$ cat src/rtl/wr_data_ctrl_if.sv
// Bus bundle between the acquisition/DDR side and wr_data_ctrl.
// The slave modport is the sequencer. The master modport is whoever drives the
// beats and the finish strobes.
interface wr_data_ctrl_if;
  logic        in_valid;
  logic        pl_ddr_wr_finish;
  logic        pl_ddr_rd_finish;
  logic        pl_ddr_wr_start;
  logic [31:0] pl_ddr_wr_length;
  logic [31:0] pl_ddr_wr_addr;
  logic [12:0] ring_level;
  logic        busy;
  logic        overrun;
  logic        wr_timeout;

  modport master (
    output in_valid, pl_ddr_wr_finish, pl_ddr_rd_finish,
    input  pl_ddr_wr_start, pl_ddr_wr_length, pl_ddr_wr_addr, ring_level, busy, overrun,
           wr_timeout
  );

  modport slave (
    input  in_valid, pl_ddr_wr_finish, pl_ddr_rd_finish,
    output pl_ddr_wr_start, pl_ddr_wr_length, pl_ddr_wr_addr, ring_level, busy, overrun,
           wr_timeout
  );
endinterface

$ cat src/rtl/wr_data_ctrl.sv
// Write-side sequencer for the PL DDR ring buffer.
// It counts beats in the upstream FIFO and launches one burst per full block.
// It also tracks ring occupancy, so unread blocks are never overwritten.
// Optional WAIT_FIN watchdog: define WR_CTRL_TIMEOUT_EN.
module wr_data_ctrl #(
  parameter int unsigned BLOCK_LEN   = 32000,
  parameter int unsigned BEAT_BYTES  = 4,
  parameter int unsigned RING_SIZE   = 192_000_000,
  parameter int unsigned BASE_ADDR   = 0,
  parameter int unsigned FIFO_BEATS  = 16384
`ifdef WR_CTRL_TIMEOUT_EN
  ,
  parameter int unsigned TIMEOUT_CYC = 1_000_000
`endif
) (
  input logic           pl_clk,
  input logic           rst_n,
  wr_data_ctrl_if.slave bus
);

  localparam logic [14:0] BlockBeats = 15'(BLOCK_LEN / BEAT_BYTES);
  localparam logic [14:0] FifoBeats  = 15'(FIFO_BEATS);
  localparam logic [12:0] RingBlocks = 13'(RING_SIZE / BLOCK_LEN);
  localparam logic [31:0] BaseAddr   = 32'(BASE_ADDR);
  localparam logic [31:0] LastAddr   = 32'(BASE_ADDR + RING_SIZE - BLOCK_LEN);
  localparam logic [31:0] BlockLen   = 32'(BLOCK_LEN);

  typedef enum logic [1:0] {StIdle, StStart, StWaitFin} state_e;

  state_e      state;
  logic        wr_finish_d, rd_finish_d;
  logic        wr_fin_re, rd_fin_re;
  logic        launch, wr_done;
  logic [14:0] avail;
  logic [12:0] ring_level;
  logic [31:0] wr_addr, wr_length;
  logic        wr_start, overrun, wr_timeout;

  assign wr_fin_re = bus.pl_ddr_wr_finish & ~wr_finish_d;
  assign rd_fin_re = bus.pl_ddr_rd_finish & ~rd_finish_d;
  // Launch decision made in IDLE; the same term drives the beat consumption.
  assign launch    = (state == StIdle) && (avail >= BlockBeats) && (ring_level < RingBlocks);
  assign wr_done   = (state == StWaitFin) && wr_fin_re;

  // Finish strobes may be levels; keep one stage for rising-edge detection.
  always_ff @(posedge pl_clk or negedge rst_n) begin
    if (!rst_n) begin
      wr_finish_d <= 1'b0;
      rd_finish_d <= 1'b0;
    end else begin
      wr_finish_d <= bus.pl_ddr_wr_finish;
      rd_finish_d <= bus.pl_ddr_rd_finish;
    end
  end

  // FIFO beat occupancy; saturates at FIFO depth and flags overrun (sticky).
  always_ff @(posedge pl_clk or negedge rst_n) begin
    if (!rst_n) begin
      avail   <= '0;
      overrun <= 1'b0;
    end else if (launch) begin
      avail <= avail + {14'd0, bus.in_valid} - BlockBeats;
    end else if (bus.in_valid) begin
      if (avail == FifoBeats) begin
        overrun <= 1'b1;
      end else begin
        avail <= avail + 15'd1;
      end
    end
  end

  // Ring occupancy: completed writes in, read completions out, floor at zero.
  always_ff @(posedge pl_clk or negedge rst_n) begin
    if (!rst_n) begin
      ring_level <= '0;
    end else if (wr_done && !rd_fin_re) begin
      ring_level <= ring_level + 13'd1;
    end else if (!wr_done && rd_fin_re && (ring_level != '0)) begin
      ring_level <= ring_level - 13'd1;
    end
  end

`ifdef WR_CTRL_TIMEOUT_EN
  localparam logic [19:0] TmoLast = 20'(TIMEOUT_CYC - 1);
  logic [19:0] tmo_cnt;
`endif

  // Burst FSM with registered launch pulse, length and address.
  always_ff @(posedge pl_clk or negedge rst_n) begin
    if (!rst_n) begin
      state      <= StIdle;
      wr_start   <= 1'b0;
      wr_length  <= '0;
      wr_addr    <= BaseAddr;
`ifdef WR_CTRL_TIMEOUT_EN
      tmo_cnt    <= '0;
      wr_timeout <= 1'b0;
`endif
    end else begin
      wr_length <= BlockLen;
      wr_start  <= 1'b0;
      unique case (state)
        StIdle: begin
          if (launch) begin
            state    <= StStart;
            wr_start <= 1'b1;
          end
        end
        StStart: begin
          state <= StWaitFin;
`ifdef WR_CTRL_TIMEOUT_EN
          tmo_cnt <= '0;
`endif
        end
        StWaitFin: begin
          // A finish edge on the limit cycle still counts as success.
          if (wr_fin_re) begin
            wr_addr <= (wr_addr == LastAddr) ? BaseAddr : wr_addr + BlockLen;
            state   <= StIdle;
`ifdef WR_CTRL_TIMEOUT_EN
          end else if (tmo_cnt == TmoLast) begin
            // Address is kept, so the same block is relaunched.
            wr_timeout <= 1'b1;
            state      <= StIdle;
          end else begin
            tmo_cnt <= tmo_cnt + 20'd1;
`endif
          end
        end
        default: state <= StIdle;
      endcase
    end
  end

`ifndef WR_CTRL_TIMEOUT_EN
  assign wr_timeout = 1'b0;
`endif

  assign bus.pl_ddr_wr_start  = wr_start;
  assign bus.pl_ddr_wr_length = wr_length;
  assign bus.pl_ddr_wr_addr   = wr_addr;
  assign bus.ring_level       = ring_level;
  assign bus.busy             = (state != StIdle);
  assign bus.overrun          = overrun;
  assign bus.wr_timeout       = wr_timeout;

endmodule

$ cat src/flat_wrapper.sv
// flat-port wrapper written by rule: the top's interface ports become plain ports
module wr_data_ctrl_flat 
#(
  parameter int unsigned BLOCK_LEN   = 32000,
  parameter int unsigned BEAT_BYTES  = 4,
  parameter int unsigned RING_SIZE   = 192_000_000,
  parameter int unsigned BASE_ADDR   = 0,
  parameter int unsigned FIFO_BEATS  = 16384

)
  (pl_clk, rst_n, bus_in_valid, bus_pl_ddr_wr_finish, bus_pl_ddr_rd_finish, bus_pl_ddr_wr_start, bus_pl_ddr_wr_length, bus_pl_ddr_wr_addr, bus_ring_level, bus_busy, bus_overrun, bus_wr_timeout);
  wr_data_ctrl_if bus_i ();
  input logic pl_clk;
  input logic rst_n;
  input wire logic [$bits(bus_i.in_valid)-1:0] bus_in_valid;
  input wire logic [$bits(bus_i.pl_ddr_wr_finish)-1:0] bus_pl_ddr_wr_finish;
  input wire logic [$bits(bus_i.pl_ddr_rd_finish)-1:0] bus_pl_ddr_rd_finish;
  output wire logic [$bits(bus_i.pl_ddr_wr_start)-1:0] bus_pl_ddr_wr_start;
  output wire logic [$bits(bus_i.pl_ddr_wr_length)-1:0] bus_pl_ddr_wr_length;
  output wire logic [$bits(bus_i.pl_ddr_wr_addr)-1:0] bus_pl_ddr_wr_addr;
  output wire logic [$bits(bus_i.ring_level)-1:0] bus_ring_level;
  output wire logic [$bits(bus_i.busy)-1:0] bus_busy;
  output wire logic [$bits(bus_i.overrun)-1:0] bus_overrun;
  output wire logic [$bits(bus_i.wr_timeout)-1:0] bus_wr_timeout;
  assign bus_i.in_valid = bus_in_valid;
  assign bus_i.pl_ddr_wr_finish = bus_pl_ddr_wr_finish;
  assign bus_i.pl_ddr_rd_finish = bus_pl_ddr_rd_finish;
  assign bus_pl_ddr_wr_start = bus_i.pl_ddr_wr_start;
  assign bus_pl_ddr_wr_length = bus_i.pl_ddr_wr_length;
  assign bus_pl_ddr_wr_addr = bus_i.pl_ddr_wr_addr;
  assign bus_ring_level = bus_i.ring_level;
  assign bus_busy = bus_i.busy;
  assign bus_overrun = bus_i.overrun;
  assign bus_wr_timeout = bus_i.wr_timeout;
  wr_data_ctrl #(.BLOCK_LEN(BLOCK_LEN), .BEAT_BYTES(BEAT_BYTES), .RING_SIZE(RING_SIZE), .BASE_ADDR(BASE_ADDR), .FIFO_BEATS(FIFO_BEATS)) u_core (.pl_clk(pl_clk), .rst_n(rst_n), .bus(bus_i));
endmodule
$ cat config.mk
export PLATFORM = sky130hd
export DESIGN_NAME = wr_data_ctrl_flat
export DESIGN_NICKNAME = d
export VERILOG_FILES = /design/src/rtl/wr_data_ctrl_if.sv /design/src/rtl/wr_data_ctrl.sv /design/src/flat_wrapper.sv
export SDC_FILE = /design/constraint.sdc
export NUM_CORES = 1
export LEC_CHECK = 0
export ABC_AREA = 0
export CAP_MARGIN = 20
export CELL_PAD_IN_SITES_DETAIL_PLACEMENT = 1
export CELL_PAD_IN_SITES_GLOBAL_PLACEMENT = 1
export CORE_UTILIZATION = 25
export DETAILED_ROUTE_END_ITERATION = 6
export PLACE_DENSITY = 0.6
export SYNTH_ARGS = -nofsm -noshare
export SYNTH_HDL_FRONTEND = slang
export SYNTH_SLANG_ARGS = --single-unit
$ cat constraint.sdc
create_clock -name pl_clk -period 2.7 [get_ports pl_clk]
set_input_delay 0.54 -clock pl_clk [delete_from_list [all_inputs] [get_ports pl_clk]]
set_output_delay 0.54 -clock pl_clk [all_outputs]
set_load 0.02 [all_outputs]
==> results.sh, run 1 <==
export IMPL_status="completed"
export IMPL_async_reset_ff_share_pct=100
export IMPL_yosysTopAreaCell="dfrtp_1"
export IMPL_dieWidth_um=127
export IMPL_crit_path_end_kind="register"
export IMPL_wl_um=10800
export IMPL_grt_pass1_wl_um=17800
export IMPL_antenna_cells=0
export IMPL_antenna_left=0
export IMPL_synth_edf_count=0
export IMPL_required_ns=2.94
export IMPL_track_usage_pct=14.0
export IMPL_avgSynthCellArea_um2=9.35
export IMPL_synth_cell_type_count=58
export IMPL_clockRootBuffer="clkbuf_16"
export IMPL_netlist_area_leader_share_pct=38.0
export IMPL_viasPerCell=4.72
export IMPL_yosys_register_bits=59
export IMPL_crit_chain="and4bb_2 -> nand2b_4 -> buf_8 -> ha_4 -> nand4_1 -> a211oi_4 -> buf_4 -> o211ai_1 -> nor3b_2 -> o31ai_1"
export IMPL_cp_start_kind="register"
export IMPL_slowest_delay_ns=0.40
export IMPL_path_delay_family="simple AND/OR/NAND/NOR gates"
export IMPL_timing_slew_headroom_pct=45.9
export IMPL_cts_path_max_buffers=2
export IMPL_design_area_um2=5160
export IMPL_via_count=3320
export IMPL_power_leakage_uw=0.00229
export IMPL_final_max_slew_viol_count=0
export IMPL_ys_warn_count=0
export IMPL_finalSetupViolCount=0
export IMPL_top_usage_layer="met2"
export IMPL_worstMarginPinSlew_ns=0.812
export IMPL_hold_violations=0
export IMPL_fill_cells=1742
export IMPL_rsz0062_at_grt="no"
export IMPL_die_area_um2=16100
export IMPL_start_util_pct=25.6
export IMPL_io_buffers=50
export IMPL_core_area_um2=15200
export IMPL_grt_antenna_before_repair=0
export IMPL_worstSetupPathType="register to register"
export IMPL_p_per_area_nw_per_um2=831
export IMPL_ys_top_cells_by_area="dfrtp_1 38%, buf_4 7.7%, ha_1 5.5%"
export IMPL_gr_usage_met2_pct=24.2
export IMPL_hpwl_um=8010
export IMPL_multi_input_comb_area_um2=2260
export IMPL_dr_pass1_iters=4
export IMPL_synthCells=416
export IMPL_die_height_um=127
export IMPL_numClockSinks=59
export IMPL_cp_max_fo=6
export IMPL_arrival_ns=2.77
export IMPL_peakVddDrop_uv=275
export IMPL_grt_use_met1_pct=17.3
export IMPL_netlist_area_um2=3890
export IMPL_nNetsFinal=534
export IMPL_grt_overflow_total=0
export IMPL_critPathBufInv=2
export IMPL_regArea_um2=1480
export IMPL_clk_latency_ns=0.34
export IMPL_cts_tree="built"
export IMPL_drive_above_1_share_pct=16.7
export IMPL_syn_to_final_growth_pct=32.7
export IMPL_yosysSeqAreaShare_pct=38.0
export IMPL_placed_area_um2=4750
export IMPL_cts_buffers=9
export IMPL_total_power_uw=4290
export IMPL_cts_htree_levels=3
export IMPL_first_global_vias=3461
export IMPL_hp_class="input port to async pin"
export IMPL_wire_per_inst_um=15.4
export IMPL_num_rows=45
export IMPL_met3_usage_pct=3.29
export IMPL_finalCritPeriodShare_pct=93.5
export IMPL_gp_congestion=0.815
export IMPL_io_pins=86
export IMPL_drt_iter0_markers=129
export IMPL_maxCapViolations=0
export IMPL_finalClockSkew_ns=0.00759
export IMPL_grt_max_degree=60
export IMPL_yosysMostFrequentCell="dfrtp_1"
export IMPL_fmax_ghz=0.396
export IMPL_synth_common_cells="59 x dfrtp_1, 40 x buf_4, 37 x nand2_1"
export IMPL_crit_path_top_delay_cell="dfrtp_1"
export IMPL_min_period_ns=2.52
export IMPL_synth_ff_type="dfrtp_1"
export IMPL_clk_pin_slew_ns=0.05
export IMPL_drc=0
-- cells by family (layout without fill, tap and decap cells) --
group	after synthesis	count (layout)	share of synthesized area (%)
adder cells (fa/ha/maj)	18	18	5.98
flip-flops	59	59	38.0
AND/OR/NAND/NOR	142	142	20.1
other	2	36	0.193
XOR/XNOR	38	38	8.56
multiplexers	10	10	2.64
buffers and inverters	61	127	10.1
AO/OA/AOI/OAI	86	86	14.5
-- through the flow --
| stage | util [%] | setup slack [ns] | TNS (ns) | hold WS, ns | instances |
|---|---|---|---|---|---|
| floorplan | - | 0.0478 | 0 | 0.244 | 450 |
| global placement | 31.3 | -0.398 | -2.38 | 0.467 | 687 |
| detailed placement | 31.3 | -0.552 | -2.94 | 0.478 | 687 |
| CTS | 33.2 | 0.000498 | 0 | 0.416 | 703 |
| global route | 34.0 | 0.0704 | 0 | 0.375 | 704 |
| finish | 34.0 | 0.176 | 0 | 0.359 | 704 |
-- worst paths after layout --
kind / end / slack [ns] / cells past startpoint / from
min in group pl_clk: u_core.rd_finish_d$_DFF_PN0_ / 0.36 / 1 / bus_pl_ddr_rd_finish
max in group asynchronous: u_core.bus.ring_level[3]$_DFFE_PN0P_ / 1.78 / 2 / rst_n
worst min-delay path: u_core.wr_finish_d$_DFF_PN0_ / 0.36 / 2 / rst_n
worst max register to register: u_core.bus.ring_level[10]$_DFFE_PN0P_ / 0.18 / 10 / u_core.wr_finish_d$_DFF_PN0_
worst min register to register: u_core.bus.overrun$_DFFE_PN0P_ / 0.48 / 2 / u_core.bus.overrun$_DFFE_PN0P_
worst max-delay path: u_core.bus.ring_level[10]$_DFFE_PN0P_ / 0.18 / 10 / u_core.wr_finish_d$_DFF_PN0_
-- cells in the final DEF (no fill, tap or decap), drive strengths merged, types with 15 or more instances in the layout --
master	synthesis	routed
dfrtp	59	59
buf	45	48
clkdlybuf4s50	0	47
nand2	37	37
conb	2	36
o21ai	28	28
nor2	24	24
xnor2	21	21
xor2	17	17
ha	17	17
a21oi	15	15
inv	14	15
-- registers in the layout, summed over array words and instances, names as in the netlist --
signal,cells
u_core.wr_finish_d,1
u_core.rd_finish_d,1
u_core.bus.overrun,1
u_core.state,2
u_core.bus.pl_ddr_wr_addr,24
u_core.bus.ring_level,13
u_core.bus.pl_ddr_wr_length,1
u_core.bus.pl_ddr_wr_start,1
u_core.avail,15
-- layer usage --
metal,vias to the layer above,routed length [um]
met2,61,5360
met4,0,148
met1,1636,4920
met3,12,379
met5,-,0
li1,1611,-
-- timing repair --
item,4_1_cts,5_1_grt
gates cloned,0,0
pin swaps,0,4
setup endpoints to repair,5,7
hold buffers,0,0
setup buffers,0,1
resized for setup,3,20
-- layout make-up --
cell class | count | area share, %
tap | 188 | 4.56
multi-input combinational | 330 | 43.8
clock buffer | 9 | 4.36
sequential | 59 | 28.6
inverter | 14 | 1.02
timing repair buffer | 97 | 16.7
clock inverter | 7 | 1.04
-- power breakdown --
part	switching, uW	total (uW)	internal [uW]
logic	956	1910	959
registers	275	1300	1020
clock network	453	1080	624
No activity file was read; power rests on OpenSTA's default activity.
==> run 2, diff against run 1 <==
--- a/config.mk
+++ b/config.mk
@@ -9,9 +9,9 @@
 export CAP_MARGIN = 20
 export CELL_PAD_IN_SITES_DETAIL_PLACEMENT = 1
 export CELL_PAD_IN_SITES_GLOBAL_PLACEMENT = 1
-export CORE_UTILIZATION = 25
+export CORE_UTILIZATION = 35
 export DETAILED_ROUTE_END_ITERATION = 6
-export PLACE_DENSITY = 0.6
+export PLACE_DENSITY = 0.79
 export SYNTH_ARGS = -nofsm -noshare
 export SYNTH_HDL_FRONTEND = slang
 export SYNTH_SLANG_ARGS = --single-unit
==> results.sh, run 2 (synthesis results as in run 1) <==
export IMPL_fill_cells=1285
export IMPL_holdWs_ns=0.144
export IMPL_dieWidth_um=107
export IMPL_arrival_ns=2.87
export IMPL_grt_pass1_wl_um=16900
export IMPL_first_global_vias=3429
export IMPL_io_buffers=50
export IMPL_start_util_pct=35.9
export IMPL_syn_to_final_growth_pct=26.7
export IMPL_core_area_um2=10800
export IMPL_p_sw_uw=1680
export IMPL_die_height_um=107
export IMPL_crit_path_end="u_core.bus.ring_level[10]$_DFFE_PN0P_"
export IMPL_pwr_share_clk_pct=18.7
export IMPL_slowest_delay_ns=0.48
export IMPL_via_count=3349
export IMPL_p_per_area_nw_per_um2=811
export IMPL_timing_rr_end="u_core.bus.ring_level[10]$_DFFE_PN0P_"
export IMPL_layout_common_cells="59 x dfrtp_1, 48 x clkdlybuf4s50_1, 37 x nand2_1"
export IMPL_numClockSinks=59
export IMPL_final_max_slew_viol_count=0
export IMPL_fmax_ghz=0.382
export IMPL_r2r_cells=10
export IMPL_antenna_left=0
export IMPL_status="completed"
export IMPL_timing_slew_headroom_pct=54.6
export IMPL_power_frac_seq_pct=32.9
export IMPL_cts_buffers=9
export IMPL_regToRegSetupSlack_ns=0.20
export IMPL_total_power_uw=4000
export IMPL_rr_startpoint="u_core.state[0]$_DFFE_PN0P_"
export IMPL_grt_overflow_total=0
export IMPL_die_area_um2=11500
export IMPL_peakVddDrop_uv=335
export IMPL_p_int_uw=2320
export IMPL_cts_path_max_buffers=2
export IMPL_crit_path_end_kind="register"
export IMPL_dr_pass1_iters=4
export IMPL_viasPerCell=5.20
export IMPL_worstSetupPathType="input port to register"
export IMPL_drive_above_1_share_pct=15.5
export IMPL_finalSetupViolCount=0
export IMPL_crit_path_top_delay_cell="clkdlybuf4s50_1"
export IMPL_largest_reg_flops=24
export IMPL_grt_max_degree=28
export IMPL_clk_latency_ns=0.36
export IMPL_nNetsFinal=522
export IMPL_wl_um=10800
export IMPL_cts_tree="built"
export IMPL_clockRootBuffer="clkbuf_8"
export IMPL_gp_congestion=0.859
export IMPL_layout_commonest_cell="dfrtp_1"
export IMPL_clk_pin_slew_ns=0.07
export IMPL_wire_per_inst_um=16.7
export IMPL_cp_depth=11
export IMPL_finalClockSkew_ns=0.0157
export IMPL_io_pins=86
export IMPL_swShare_pct=42.1
export IMPL_track_usage_pct=18.8
export IMPL_path_delay_family="buffers and inverters"
export IMPL_cts_htree_levels=3
export IMPL_maxCapViolations=0
export IMPL_drc=0
export IMPL_power_leakage_uw=0.00218
export IMPL_critPathLaunch="bus_pl_ddr_rd_finish"
export IMPL_finalCritPeriodShare_pct=96.9
export IMPL_antenna_cells=0
export IMPL_grt_antenna_before_repair=0
export IMPL_fin_util_pct=45.5
export IMPL_required_ns=2.95
export IMPL_hpwl_um=7570
export IMPL_cp_max_fo=4
export IMPL_worstMarginPinSlew_ns=0.677
export IMPL_min_period_ns=2.62
export IMPL_cp_start_kind="input port"
export IMPL_critPathBufInv=3
export IMPL_drt_iter0_markers=152
export IMPL_crit_chain="clkdlybuf4s50_1 -> nor2b_4 -> nand2b_4 -> inv_1 -> fa_2 -> nand2b_4 -> a211oi_2 -> buf_4 -> o211ai_1 -> nor3b_2 -> o31ai_1"
export IMPL_crit_top_cell="nand2b_4"
export IMPL_hold_violations=0
export IMPL_pwr_share_comb_pct=48.3
export IMPL_hold_buffers=0
export IMPL_hp_class="input port to async pin"
export IMPL_num_rows=38
[run 2: cell types whose count changed in the layout (fill, tap and decap cells not counted), sizes merged]
cell / previous run / this run
buf: 48 / 36
clkbuf: 9 / 10
clkdlybuf4s50: 47 / 48
dlymetal6s2s: 2 / 1
inv: 15 / 14
[run 2: final cells by class]
class | count | area, um^2 | area share [%]
clock buffers | 10 | 138 | 2.79
clock inverters | 6 | 41.3 | 0.838
inverters | 14 | 52.6 | 1.07
multi-input cells | 330 | 2280 | 46.2
flip-flops and latches | 59 | 1480 | 30.0
well taps | 140 | 175 | 3.55
repair buffers | 85 | 768 | 15.6
[run 2: what timing repair did]
item	in CTS	in global routing
buffers inserted	0	1
endpoints found under the hold margin	0	0
gates resized for setup	4	20
endpoints found under the setup margin	2	6
pin swaps	0	3
[run 2: worst min path at each step]
stage / slack, ns / startpoint / depth (start not counted) / endpoint
floorplan: 0.24 / rst_n / 0 / u_core.avail[0]$_DFFE_PN0P_
global placement: 0.46 / u_core.bus.overrun$_DFFE_PN0P_ / 2 / u_core.bus.overrun$_DFFE_PN0P_
detailed placement: 0.48 / u_core.bus.overrun$_DFFE_PN0P_ / 2 / u_core.bus.overrun$_DFFE_PN0P_
CTS: 0.15 / rst_n / 1 / u_core.bus.pl_ddr_wr_addr[8]$_DFFE_PN0P_
global route: 0.17 / rst_n / 1 / u_core.bus.ring_level[9]$_DFFE_PN0P_
finish: 0.14 / rst_n / 1 / u_core.bus.pl_ddr_wr_addr[8]$_DFFE_PN0P_
[run 2: layer usage]
metal	vias up	GRT usage [%]	part of all wire [%]
met3	25	2.66	3.3
met5	-	0	0
met2	90	32.4	51
met1	1652	23.2	43
li1	1582	-	-
met4	0	8.12	2.4
[run 2: power groups by stage]
stage / registers, uW / logic [uW] / clock network, uW
global route: 1340 / 2100 / 807
floorplan: 1300 / 995 / 0
global placement: 1290 / 1640 / 0
detailed placement: 1300 / 1730 / 0
CTS: 1280 / 1760 / 765
finish: 1320 / 1930 / 750
[run 2: worst register-to-register path: stages (launching register included)]
cell	delay (ns)
dfrtp_1	0.45
and4bb_2	0.37
nand2b_4	0.09
buf_8	0.17
ha_4	0.31
nand4_1	0.12
a211oi_2	0.19
buf_4	0.16
o211ai_1	0.12
nor3b_2	0.18
o31ai_1	0.24
[run 2: through the flow]
step                      cells  area (um^2)  setup WS (ns)  setup TNS (ns)
after floorplan             450         4020         0.0478               0
after global placement      627         4600         -0.336           -1.71
after detailed placement    627         4600         -0.484           -2.40
after CTS                   643         4790         0.0211               0
after global routing        644         4930        -0.0151         -0.0151
final                       644         4930         0.0837               0
